$ cat src/rtl/fpga_robots_game_blinker.sv
// fpga_robots_game_blinker
//   Multi-channel LED pattern sequencer. A shared prescaler produces step
//   ticks. On each tick every channel either rotates its pattern (LOOP) or
//   plays it out once (ONESHOT) before going dark.
//   Ports:
//     clk, rst_n           clock, synchronous active-low reset
//     tick_div             prescaler terminal count (period = tick_div+1)
//     resync               clear prescaler, suppress this cycle's step
//     cfg_wen/ch/mode/pat  channel configuration write
//     step                 one-cycle pulse per step tick
//     busy[i]              channel i is playing a one-shot
//     led[i]               LED drive, 1 = lit

// Per-channel sequencer: mode/pattern/count state plus registered LED.
module fpga_robots_game_blinker_ch #(
   parameter int PLEN = 16,
   parameter int CNTW = 5
) (
   input  logic            clk,
   input  logic            rst_n,
   input  logic            step_evt,
   input  logic            wen,
   input  logic [1:0]      wmode,
   input  logic [PLEN-1:0] wpat,
   output logic            led,
   output logic            busy
);
   localparam logic [1:0] M_OFF     = 2'd0;
   localparam logic [1:0] M_LOOP    = 2'd1;
   localparam logic [1:0] M_ONESHOT = 2'd2;
   localparam logic [1:0] M_ON      = 2'd3;

   logic [1:0]      mode, mode_nx;
   logic [PLEN-1:0] pat, pat_nx;
   logic [CNTW-1:0] cnt, cnt_nx;
   logic            led_nx;

   // State register; reset value 17 gives the legacy double blink.
   always_ff @(posedge clk) begin
      if (!rst_n) begin
         mode <= M_LOOP;
         pat  <= PLEN'(17);
         cnt  <= '0;
      end else begin
         mode <= mode_nx;
         pat  <= pat_nx;
         cnt  <= cnt_nx;
      end
   end

   // Next state: a config write wins over the step update, so a freshly
   // written pattern always starts unrotated.
   always_comb begin
      mode_nx = mode;
      pat_nx  = pat;
      cnt_nx  = cnt;
      if (wen) begin
         mode_nx = wmode;
         pat_nx  = wpat;
         cnt_nx  = '0;
      end else if (step_evt) begin
         case (mode)
            M_LOOP: pat_nx = {pat[0], pat[PLEN-1:1]};
            M_ONESHOT: begin
               pat_nx = {1'b0, pat[PLEN-1:1]};
               if (cnt == CNTW'(PLEN-1)) begin
                  mode_nx = M_OFF;
                  cnt_nx  = '0;
               end else begin
                  cnt_nx = cnt + CNTW'(1);
               end
            end
            default: ;
         endcase
      end
   end

   // Outputs: LED is registered from current state, busy is straight decode.
   always_comb begin
      led_nx = 1'b0;
      case (mode)
         M_ON:              led_nx = 1'b1;
         M_LOOP, M_ONESHOT: led_nx = pat[0];
         default:           led_nx = 1'b0;
      endcase
   end

   always_ff @(posedge clk) begin
      if (!rst_n) led <= 1'b0;
      else        led <= led_nx;
   end

   assign busy = (mode == M_ONESHOT);
endmodule

module fpga_robots_game_blinker #(
   parameter int NCH  = 2,
   parameter int PLEN = 16,
   parameter int DIVW = 22,
   parameter int CHW  = (NCH > 1) ? $clog2(NCH) : 1
) (
   input  logic            clk,
   input  logic            rst_n,
   input  logic [DIVW-1:0] tick_div,
   input  logic            resync,
   input  logic            cfg_wen,
   input  logic [CHW-1:0]  cfg_ch,
   input  logic [1:0]      cfg_mode,
   input  logic [PLEN-1:0] cfg_pat,
   output logic            step,
   output logic [NCH-1:0]  busy,
   output logic [NCH-1:0]  led
);
   localparam int CNTW = $clog2(PLEN + 1);

   logic [DIVW-1:0] pre;
   logic            step_evt;

   // >= (not ==) so lowering tick_div below the running count ends the
   // period immediately instead of wrapping through 2^DIVW.
   assign step_evt = !resync && (pre >= tick_div);

   always_ff @(posedge clk) begin
      if (!rst_n) begin
         pre  <= '0;
         step <= 1'b0;
      end else begin
         step <= step_evt;
         if (resync || step_evt) pre <= '0;
         else                    pre <= pre + DIVW'(1);
      end
   end

   // Out-of-range cfg_ch matches no instance, so such writes fall away.
   for (genvar gi = 0; gi < NCH; gi++) begin : g_ch
      fpga_robots_game_blinker_ch #(
         .PLEN (PLEN),
         .CNTW (CNTW)
      ) u_ch (
         .clk      (clk),
         .rst_n    (rst_n),
         .step_evt (step_evt),
         .wen      (cfg_wen && (cfg_ch == CHW'(gi))),
         .wmode    (cfg_mode),
         .wpat     (cfg_pat),
         .led      (led[gi]),
         .busy     (busy[gi])
      );
   end
endmodule

$ cat config.mk
export PLATFORM = sky130hd
export DESIGN_NAME = fpga_robots_game_blinker
export DESIGN_NICKNAME = d
export VERILOG_FILES = /design/src/rtl/fpga_robots_game_blinker.sv
export SDC_FILE = /design/constraint.sdc
export NUM_CORES = 1
export LEC_CHECK = 0
export ABC_CLOCK_PERIOD_IN_PS = 3200
export CAP_MARGIN = 20
export CELL_PAD_IN_SITES_DETAIL_PLACEMENT = 0
export CELL_PAD_IN_SITES_GLOBAL_PLACEMENT = 1
export CORE_ASPECT_RATIO = 0.8
export CORE_UTILIZATION = 42
export CTS_CLUSTER_DIAMETER = 80
export DETAILED_ROUTE_END_ITERATION = 6
export HOLD_SLACK_MARGIN = 0.15
export MAX_ROUTING_LAYER = met4
export PLACE_DENSITY_LB_ADDON = 0.1
export SETUP_SLACK_MARGIN = 0.3
export SKIP_LAST_GASP = 1
export SYNTH_ARGS = -nofsm -noshare
export SYNTH_HDL_FRONTEND = slang
export SYNTH_SLANG_ARGS = --single-unit
export TNS_END_PERCENT = 1
$ cat constraint.sdc
create_clock -name clk -period 3.2 [get_ports clk]
set_input_delay 0.64 -clock clk [delete_from_list [all_inputs] [get_ports clk]]
set_output_delay 0.64 -clock clk [all_outputs]
set_load 0.005 [all_outputs]
* After elaboration in Yosys (flattened, before gate mapping)
Cells that the tools add are included.
Storage, ports and cells: register bits 71, latch bits 0, RAM bits 0, ROM bits 0, memories 0
Cells by class: add/sub/neg operators 3, $mul 0, div/mod/pow operators 0, $lt $le $gt $ge 1, equal/unequal tests 8, shift-type cells 0, mux-type cells 18, bitwise logic cells 2, reductions and logical operators 24
Operators with widths (number):
- two-way mux 16 bit | 4
- case mux 16 bit (2 select lines) | 2
- adder 22 x 1 -> 22 bit (second input constant) | 1
- >= comparator 22 bit | 1
- two-way mux 2 bit | 8
- nonzero test 2 bit | 6
- adder 5 x 1 -> 5 bit (second input constant) | 2
- == test 5 x 4 -> 1 bit (second input constant) | 2
- two-way mux 5 bit | 2
- OR reduction 2 bit | 5
- == test 2 bit (second input constant) | 4
- AND reduction 2 bit | 4
- AND reduction 3 bit | 2
- nonzero test 3 bit | 2
- == test 2 x 1 -> 1 bit (second input constant) | 2
- case mux 1 bit (2 select lines) | 2
- logical AND 1 bit | 3
- inverter 1 bit | 2
- logical NOT 1 bit | 1
- logical OR 1 bit | 1

* Longest topological paths before layout
Gate-level depths: netlist (run 1).
depth after elaboration 5, mapped depth 10, mapped depth without buffers 8

* Modules after synthesis
Synthesis (run 1) repeated with hierarchy kept, for this count alone.
Unflattened totals: cells, all modules 424, area, all modules 3957.5 um^2
By module, submodules not included:
- fpga_robots_game_blinker_ch | instances 2, cells each 117, area an instance 1118.6 um^2, sequential area each 480.5 um^2
- fpga_robots_game_blinker | instances 1, cells each 190, area an instance 1720.4 um^2, sequential area each 460.4 um^2

* Worst setup path after synthesis (run 1)
OpenSTA, ideal clock, no wires.
path kind input port to flip-flop, from in tick_div[19], to reg g_ch[0].u_ch.pat[10], data arrival time 2456 ps, data required time 3080 ps, setup slack 624 ps, stages 10, cells stage by stage inv_1 -> ha_1 -> a21oi_1 -> o22ai_1 -> a2111oi_1 -> and2_1 -> clkbuf_1 -> clkbuf_1 -> nor2_1 -> o31a_1
Between the ends: word-level cells in the longest chain between the ends 4
Ends and longest elaborated chain:
- start: declaration | line 104 | input logic [DIVW-1:0] tick_div,
- >= comparator 22 bit | line 121 | assign step_evt = !resync && (pre >= tick_div);
- logical AND 1 bit | line 121
- nonzero test 2 bit (no line)
- AND reduction 2 bit (no line)
- end signal: assignment | line 46 | pat <= pat_nx;
- end: declaration | line 34 | logic [PLEN-1:0] pat, pat_nx;
No other way between the ends. A chain may end at the register's enable or synchronous reset.

* Final worst setup path (run 1)
from in tick_div[0], to reg pre[17]
Between the ends: word-level cells in the longest chain between the ends 4
Ends and longest elaborated chain:
- >= comparator 22 bit | line 121
- logical AND 1 bit | line 121
- logical OR 1 bit | line 129 | if (resync || step_evt) pre <= '0;
- OR reduction 2 bit (no line)
- end signal: assignment | line 130 | else pre <= pre + DIVW'(1);
- end: declaration | line 116 | logic [DIVW-1:0] pre;
No other way between the ends.

==> results.json, run 1 <==
{
  "peakVddDrop_mv": 0.2148,
  "critPathLaunchType": "primary input",
  "fin_skew_ns": 0.01057,
  "cts_buffers": 9,
  "critPathMaxFanout": 22,
  "clk_latency_ns": 0.34,
  "dp.cells": 796,
  "num_io_pins": 50,
  "ys_warn_count": 0,
  "synth-async-reset-ratio_pct": 0,
  "outcome": "completed",
  "drive_gt1_share_pct": 7.578,
  "antenna_found_initial": 0,
  "hpwlAfterDp_um": 8739,
  "fin_cells": 813,
  "drc_errors": 0,
  "whs_path_depth": 2,
  "synth_area_mm2": 0.004643,
  "grt_usage_pct": 24.47,
  "row_count": 33,
  "clkSinkCount": 71,
  "grt_pass1_vias": 4351,
  "rsz0062_at_grt": "true",
  "first_pass_iters": 4,
  "via_count": 4584,
  "syn-num-nets": 703,
  "netlist-cell-type-count": 52,
  "finalHoldViolCount": 0,
  "htreeDepth": 3,
  "initial_core_util_pct": 44.27,
  "cp_data_required_time_ns": 3.47,
  "area_growth_pct": 22.61,
  "path_class": "primary input to flop",
  "pwr-share-clk_pct": 45.8,
  "endpoint_kind": "flop",
  "cap_violations": 0,
  "slew_viol_final": 0,
  "path_clk_slew_ns": 0.06,
  "power_mw": 2.409,
  "diodes": 0,
  "gp_congestion": 0.8062,
  "p_seq_share_pct": 39.2,
  "post_drt_wl_per_cell_um": 16.14,
  "grt_max_degree": 41,
  "fmax_mhz": 351.2,
  "synthFlopType": "dfxtp_1",
  "routed_wl_um": 13120,
  "p_int_mw": 1.788,
  "hold_path_class": "flop to flop",
  "drtIter0Drc": 232,
  "root_buffer": "clkbuf_16",
  "ys_ff_latch": 71,
  "fin_setup_tns_ns": 0,
  "syn_inst": 627,
  "finalCritPeriodShare_pct": 88.98,
  "clockBufferDepth": 2,
  "arrival_ns": 3.12,
  "relSlewSlack_pct": 27.94,
  "cts_tree": "built",
  "sw_frac_of_total_pct": 25.79,
  "setup_viol": 0,
  "r2r_cells": 9,
  "core_area_mm2": 0.01049,
  "finalNetCount": 744,
  "die_h_um": 96.05,
  "synth_edf_count": 0,
  "design.die.area_mm2": 0.01148,
  "synth_seq_area_share_pct": 30.61,
  "detail-route-antenna-nets": 0,
  "period_needed_ns": 2.847,
  "p_leak_nw": 2.350,
  "tightest_slew_ns": 1.077,
  "power_density_mw_per_mm2": 423.1,
  "die_w_um": 119.6,
  "synth.avg_cell_area_um2": 7.405,
  "io_buffers": 49,
  "drt-vias-per-instance": 5.638,
  "grt_pass1_wl_um": 21400,
  "p_comb_share_pct": 14.9,
  "grt_overflow": 0,
  "netSwitchingPower_uw": 621.2
}
## registers in the layout, summed over array words and instances, names as in the netlist
name            cells
g_ch.u_ch.cnt      10
step                1
g_ch.u_ch.pat      32
g_ch.u_ch.led       2
pre                22
g_ch.u_ch.mode      4
## metal layers
| layer | vias to the layer above | track usage [%] | share of wire (%) |
|---|---|---|---|
| li1 | 2264 | - | - |
| met1 | 2165 | 32.12 | 50 |
| met2 | 133 | 37.86 | 44 |
| met3 | 22 | 5.450 | 5.8 |
| met4 | 0 | 6.875 | 1.1 |
| met5 | - | - | 0 |
## per-stage QoR
step                      cell area [um^2]  setup WS (ns)  hold slack [ns]  utilization (%)
after global placement                5283       -0.05817           0.4273            50.37
after global routing                  5693         0.2500           0.4591            54.28
after floorplan                       4643         0.6240           0.4158                -
after CTS                             5620         0.3000           0.4466            53.59
after detailed placement              5294       -0.07057           0.4344            50.48
final                                 5693         0.3527           0.4441            54.28
## cell families (layout without fill, tap and decap cells)
group | Yosys count | after routing | share of synthesized area (%)
xor gates and xnor gates | 20 | 20 | 3.773
adders and majority gates | 31 | 31 | 8.354
and+or+nand+nor | 292 | 292 | 27.84
AOI/OAI and AO/OA | 134 | 134 | 20.83
buffers and inverters | 72 | 118 | 7.087
DFF | 71 | 71 | 30.61
muxes | 7 | 7 | 1.509
## final timing paths
| path | from | end | slack [ns] |
|---|---|---|---|
| worst max-delay path | tick_div[0] | pre[17]$_SDFF_PP0_ | 0.35 |
| worst min-delay path | g_ch[0].u_ch.cnt[4]$_SDFFE_PP0P_ | g_ch[0].u_ch.cnt[4]$_SDFFE_PP0P_ | 0.44 |
| worst max register to register | pre[0]$_SDFF_PP0_ | pre[17]$_SDFF_PP0_ | 0.62 |
| worst min register to register | g_ch[0].u_ch.cnt[4]$_SDFFE_PP0P_ | g_ch[0].u_ch.cnt[4]$_SDFFE_PP0P_ | 0.44 |
## cells in the mapped netlist (all sizes together), types with 3 or more instances
library cell	count	area [um^2]
dfxtp	71	1421
and2	3	18.77
nor3	31	155.2
nand4	5	37.53
nand2b	5	38.78
nor2b	5	31.28
ha	31	387.9
a211oi	6	50.05
clkbuf	28	105.1
nand2	149	561.8
o211a	3	30.03
nor2	61	229.0
inv	32	120.1
mux2i	7	70.07
a31oi	5	31.28
a221o	4	40.04
a21oi	18	93.84
o2111ai	4	35.03
o31a	24	210.2
o21ai	33	168.9
or3	5	31.28
and3	5	31.28
xor2	8	70.07
a22oi	25	187.7
xnor2	12	105.1
buf	12	103.9
nand3	16	80.08
## layout by cell type (no fill, tap or decap), drive strengths merged, types with 4 or more instances in the layout
cell	n
o21ai	33
dfxtp	71
a31oi	5
a21oi	18
nand3	16
nor2	61
xnor2	12
nor2b	5
clkdlybuf4s50	49
a221o	4
a22oi	25
xor2	8
and3	5
nand2	149
clkbuf	12
or3	5
nor3	31
inv	32
o2111ai	4
a211oi	6
mux2i	7
nand4	5
buf	20
nand2b	5
o31a	24
ha	31
## final cells by class
| type | instances | area [um^2] |
|---|---|---|
| Clock buffer | 11 | 242.7 |
| Timing Repair Buffer | 70 | 706.9 |
| Sequential cell | 71 | 1421 |
| Tap cell | 140 | 175.2 |
| Clock inverter | 5 | 81.33 |
| Multi-Input combinational cell | 484 | 2945 |
| Inverter | 32 | 120.1 |
| Fill cell | 1037 | 4795 |
## timing repair
action	4_1_cts	5_1_grt
setup buffers	0	0
setup endpoints to repair	22	67
gates resized for setup	1	5
cloned	0	1
pin swaps	0	4
hold buffers	0	0
## critical path, cell delays in order
cell,delay (ns)
clkdlybuf4s50_1,0.40
ha_1,0.28
nand2b_4,0.15
a2111oi_4,0.36
o21ai_2,0.17
and2_4,0.20
buf_4,0.13
or4_4,0.63
nor2b_1,0.16
## power by group through the flow
stage	registers (mW)	clock network (mW)	logic, mW
after global routing	0.949	1.16	0.400
after CTS	0.945	1.12	0.355
after floorplan	0.958	0	0.219
final	0.945	1.10	0.359
after global placement	0.963	0	0.341
after detailed placement	0.964	0	0.352
Power figures use the tool's default switching activity.
==> run 2: changes to the inputs <==
Settings changed: GPL_TIMING_DRIVEN from default to 0.
==> run 2 against run 1 <==
Net effect:
- via count up 3.7%
- final cell count up 3.9%
- cell area up 5.9%
- global-route usage up 1.6 points
- critical endpoint is now g_ch[1].u_ch.mode[1]$_SDFFE_PN0P_
- first-iteration DRC count up 110%
- die area unchanged
- power down 2.3%
- count of clock-buffer cells in the layout up 2
- non-clock buffer count up 32
- sequential share of layout area down 1.4 points
- maximum frequency up 0.55%
==> results.json, run 2 (same netlist as run 1, synthesis figures left out) <==
{
  "fin_area_mm2": 0.006028,
  "power_density_mw_per_mm2": 390.3,
  "whs_ns": 0.4394,
  "routed_wl_um": 14130,
  "antenna_found_initial": 0,
  "path_clk_slew_ns": 0.06,
  "area_growth_pct": 29.83,
  "cts_hold_buf": 0,
  "fin_setup_tns_ns": 0,
  "finalNetCount": 776,
  "placed_area_mm2": 0.005309,
  "io_buffers": 49,
  "cts_buffers": 9,
  "drc_errors": 0,
  "rsz0062_at_grt": "true",
  "row_count": 33,
  "first_pass_iters": 5,
  "design.die.area_mm2": 0.01148,
  "arrival_ns": 3.07,
  "num_io_pins": 50,
  "final_common_cell": "nand2_1",
  "drtIter0Drc": 496,
  "largest_register_ffs": 32,
  "fin_cells": 845,
  "cp_data_required_time_ns": 3.44,
  "grt_max_degree": 12,
  "gp_congestion": 0.8800,
  "top_register": "g_ch.u_ch.pat",
  "slew_viol_final": 0,
  "setup_viol": 0,
  "postLayoutCoreUtil_pct": 57.48,
  "drt-vias-per-instance": 5.627,
  "grt_overflow": 0,
  "peakVddDrop_mv": 0.2567,
  "hold_path_class": "flop to flop",
  "htreeDepth": 3,
  "core_area_mm2": 0.01049,
  "dp.cells": 816,
  "root_buffer": "clkbuf_16",
  "outcome": "completed",
  "relSlewSlack_pct": 52.90,
  "top_regs": "g_ch.u_ch.pat: 32 flops, pre: 22 flops, g_ch.u_ch.cnt: 10 flops",
  "critPathMaxFanout": 4,
  "critPathLaunchType": "primary input",
  "initial_core_util_pct": 44.27,
  "via_count": 4755,
  "drive_gt1_share_pct": 11.21,
  "tightest_slew_ns": 0.7011,
  "diodes": 0,
  "endpoint_kind": "flop",
  "fin_skew_ns": 0.007713,
  "finalHoldViolCount": 0,
  "clockBufferDepth": 2,
  "layout_common_cells": "nand2_1 (147), dfxtp_1 (71), nor2_1 (61)",
  "grt_pass1_wl_um": 22560,
  "die_w_um": 119.6,
  "detail-route-antenna-nets": 0,
  "period_needed_ns": 2.832,
  "hpwlAfterDp_um": 10140,
  "cap_violations": 0,
  "path_class": "primary input to flop",
  "cts_tree": "built",
  "clk_latency_ns": 0.33,
  "grt_usage_pct": 26.07,
  "finalCritPeriodShare_pct": 88.50,
  "grt_pass1_vias": 4443,
  "p_leak_nw": 2.504,
  "clkSinkCount": 71,
  "post_drt_wl_per_cell_um": 16.72,
  "fmax_mhz": 353.1,
  "die_h_um": 96.05
}
run 2: repair_timing:
item / 4_1_cts / 5_1_grt
pin swaps: 3 / 31
buffers inserted: 1 / 9
gates cloned: 1 / 2
endpoints found under the setup margin: 69 / 69
gates resized for setup: 21 / 54
run 2: critical path, cell delays in order:
cell             delay, ns
clkdlybuf4s50_1       0.45
inv_1                 0.04
ha_1                  0.34
a21oi_2               0.16
o22ai_2               0.11
a2111oi_4             0.41
nand2_2               0.14
buf_4                 0.17
buf_4                 0.13
o211a_1               0.25
o32ai_1               0.21
run 2: worst paths after layout:
check / slack [ns] / end / cells after the start / from
worst max-delay path: 0.37 / g_ch[1].u_ch.mode[1]$_SDFFE_PN0P_ / 11 / tick_div[19]
worst min-delay path: 0.44 / g_ch[0].u_ch.cnt[4]$_SDFFE_PP0P_ / 2 / g_ch[0].u_ch.cnt[4]$_SDFFE_PP0P_
worst max register to register: 0.70 / pre[19]$_SDFF_PP0_ / 10 / pre[0]$_SDFF_PP0_
worst min register to register: 0.44 / g_ch[0].u_ch.cnt[4]$_SDFFE_PP0P_ / 2 / g_ch[0].u_ch.cnt[4]$_SDFFE_PP0P_
run 2: where the power goes:
part,internal (mW),switching (mW)
Sequential,0.923,0.0214
Clock,0.665,0.372
Combinational,0.164,0.207
run 2: cell type report:
cell class,instances,area (um^2)
Sequential cell,71,1421
Timing Repair Buffer,62,680.7
Tap cell,140,175.2
Clock inverter,3,40.04
Inverter,32,120.1
Clock buffer,13,270.3
Buffer,40,282.8
Fill cell,997,4459
Multi-Input combinational cell,484,3038
run 2: routing by layer:
metal  part of all wire, %  GRT usage [%]  wire length [um]  vias to the layer above
met5                     0              -                 0                        -
met4                   1.7          8.750               235                        0
met3                   6.5          5.391               913                       17
met2                    43          38.63              6082                      183
met1                    49          35.29              6895                     2224
li1                      -              -                 -                     2331
run 2: stage by stage:
stage	setup slack [ns]	total power [mW]
after floorplan	0.6240	1.177
after detailed placement	-0.5207	1.319
after global routing	0.2482	2.457
after CTS	0.2649	2.370
final	0.3682	2.353
after global placement	-0.4860	1.312
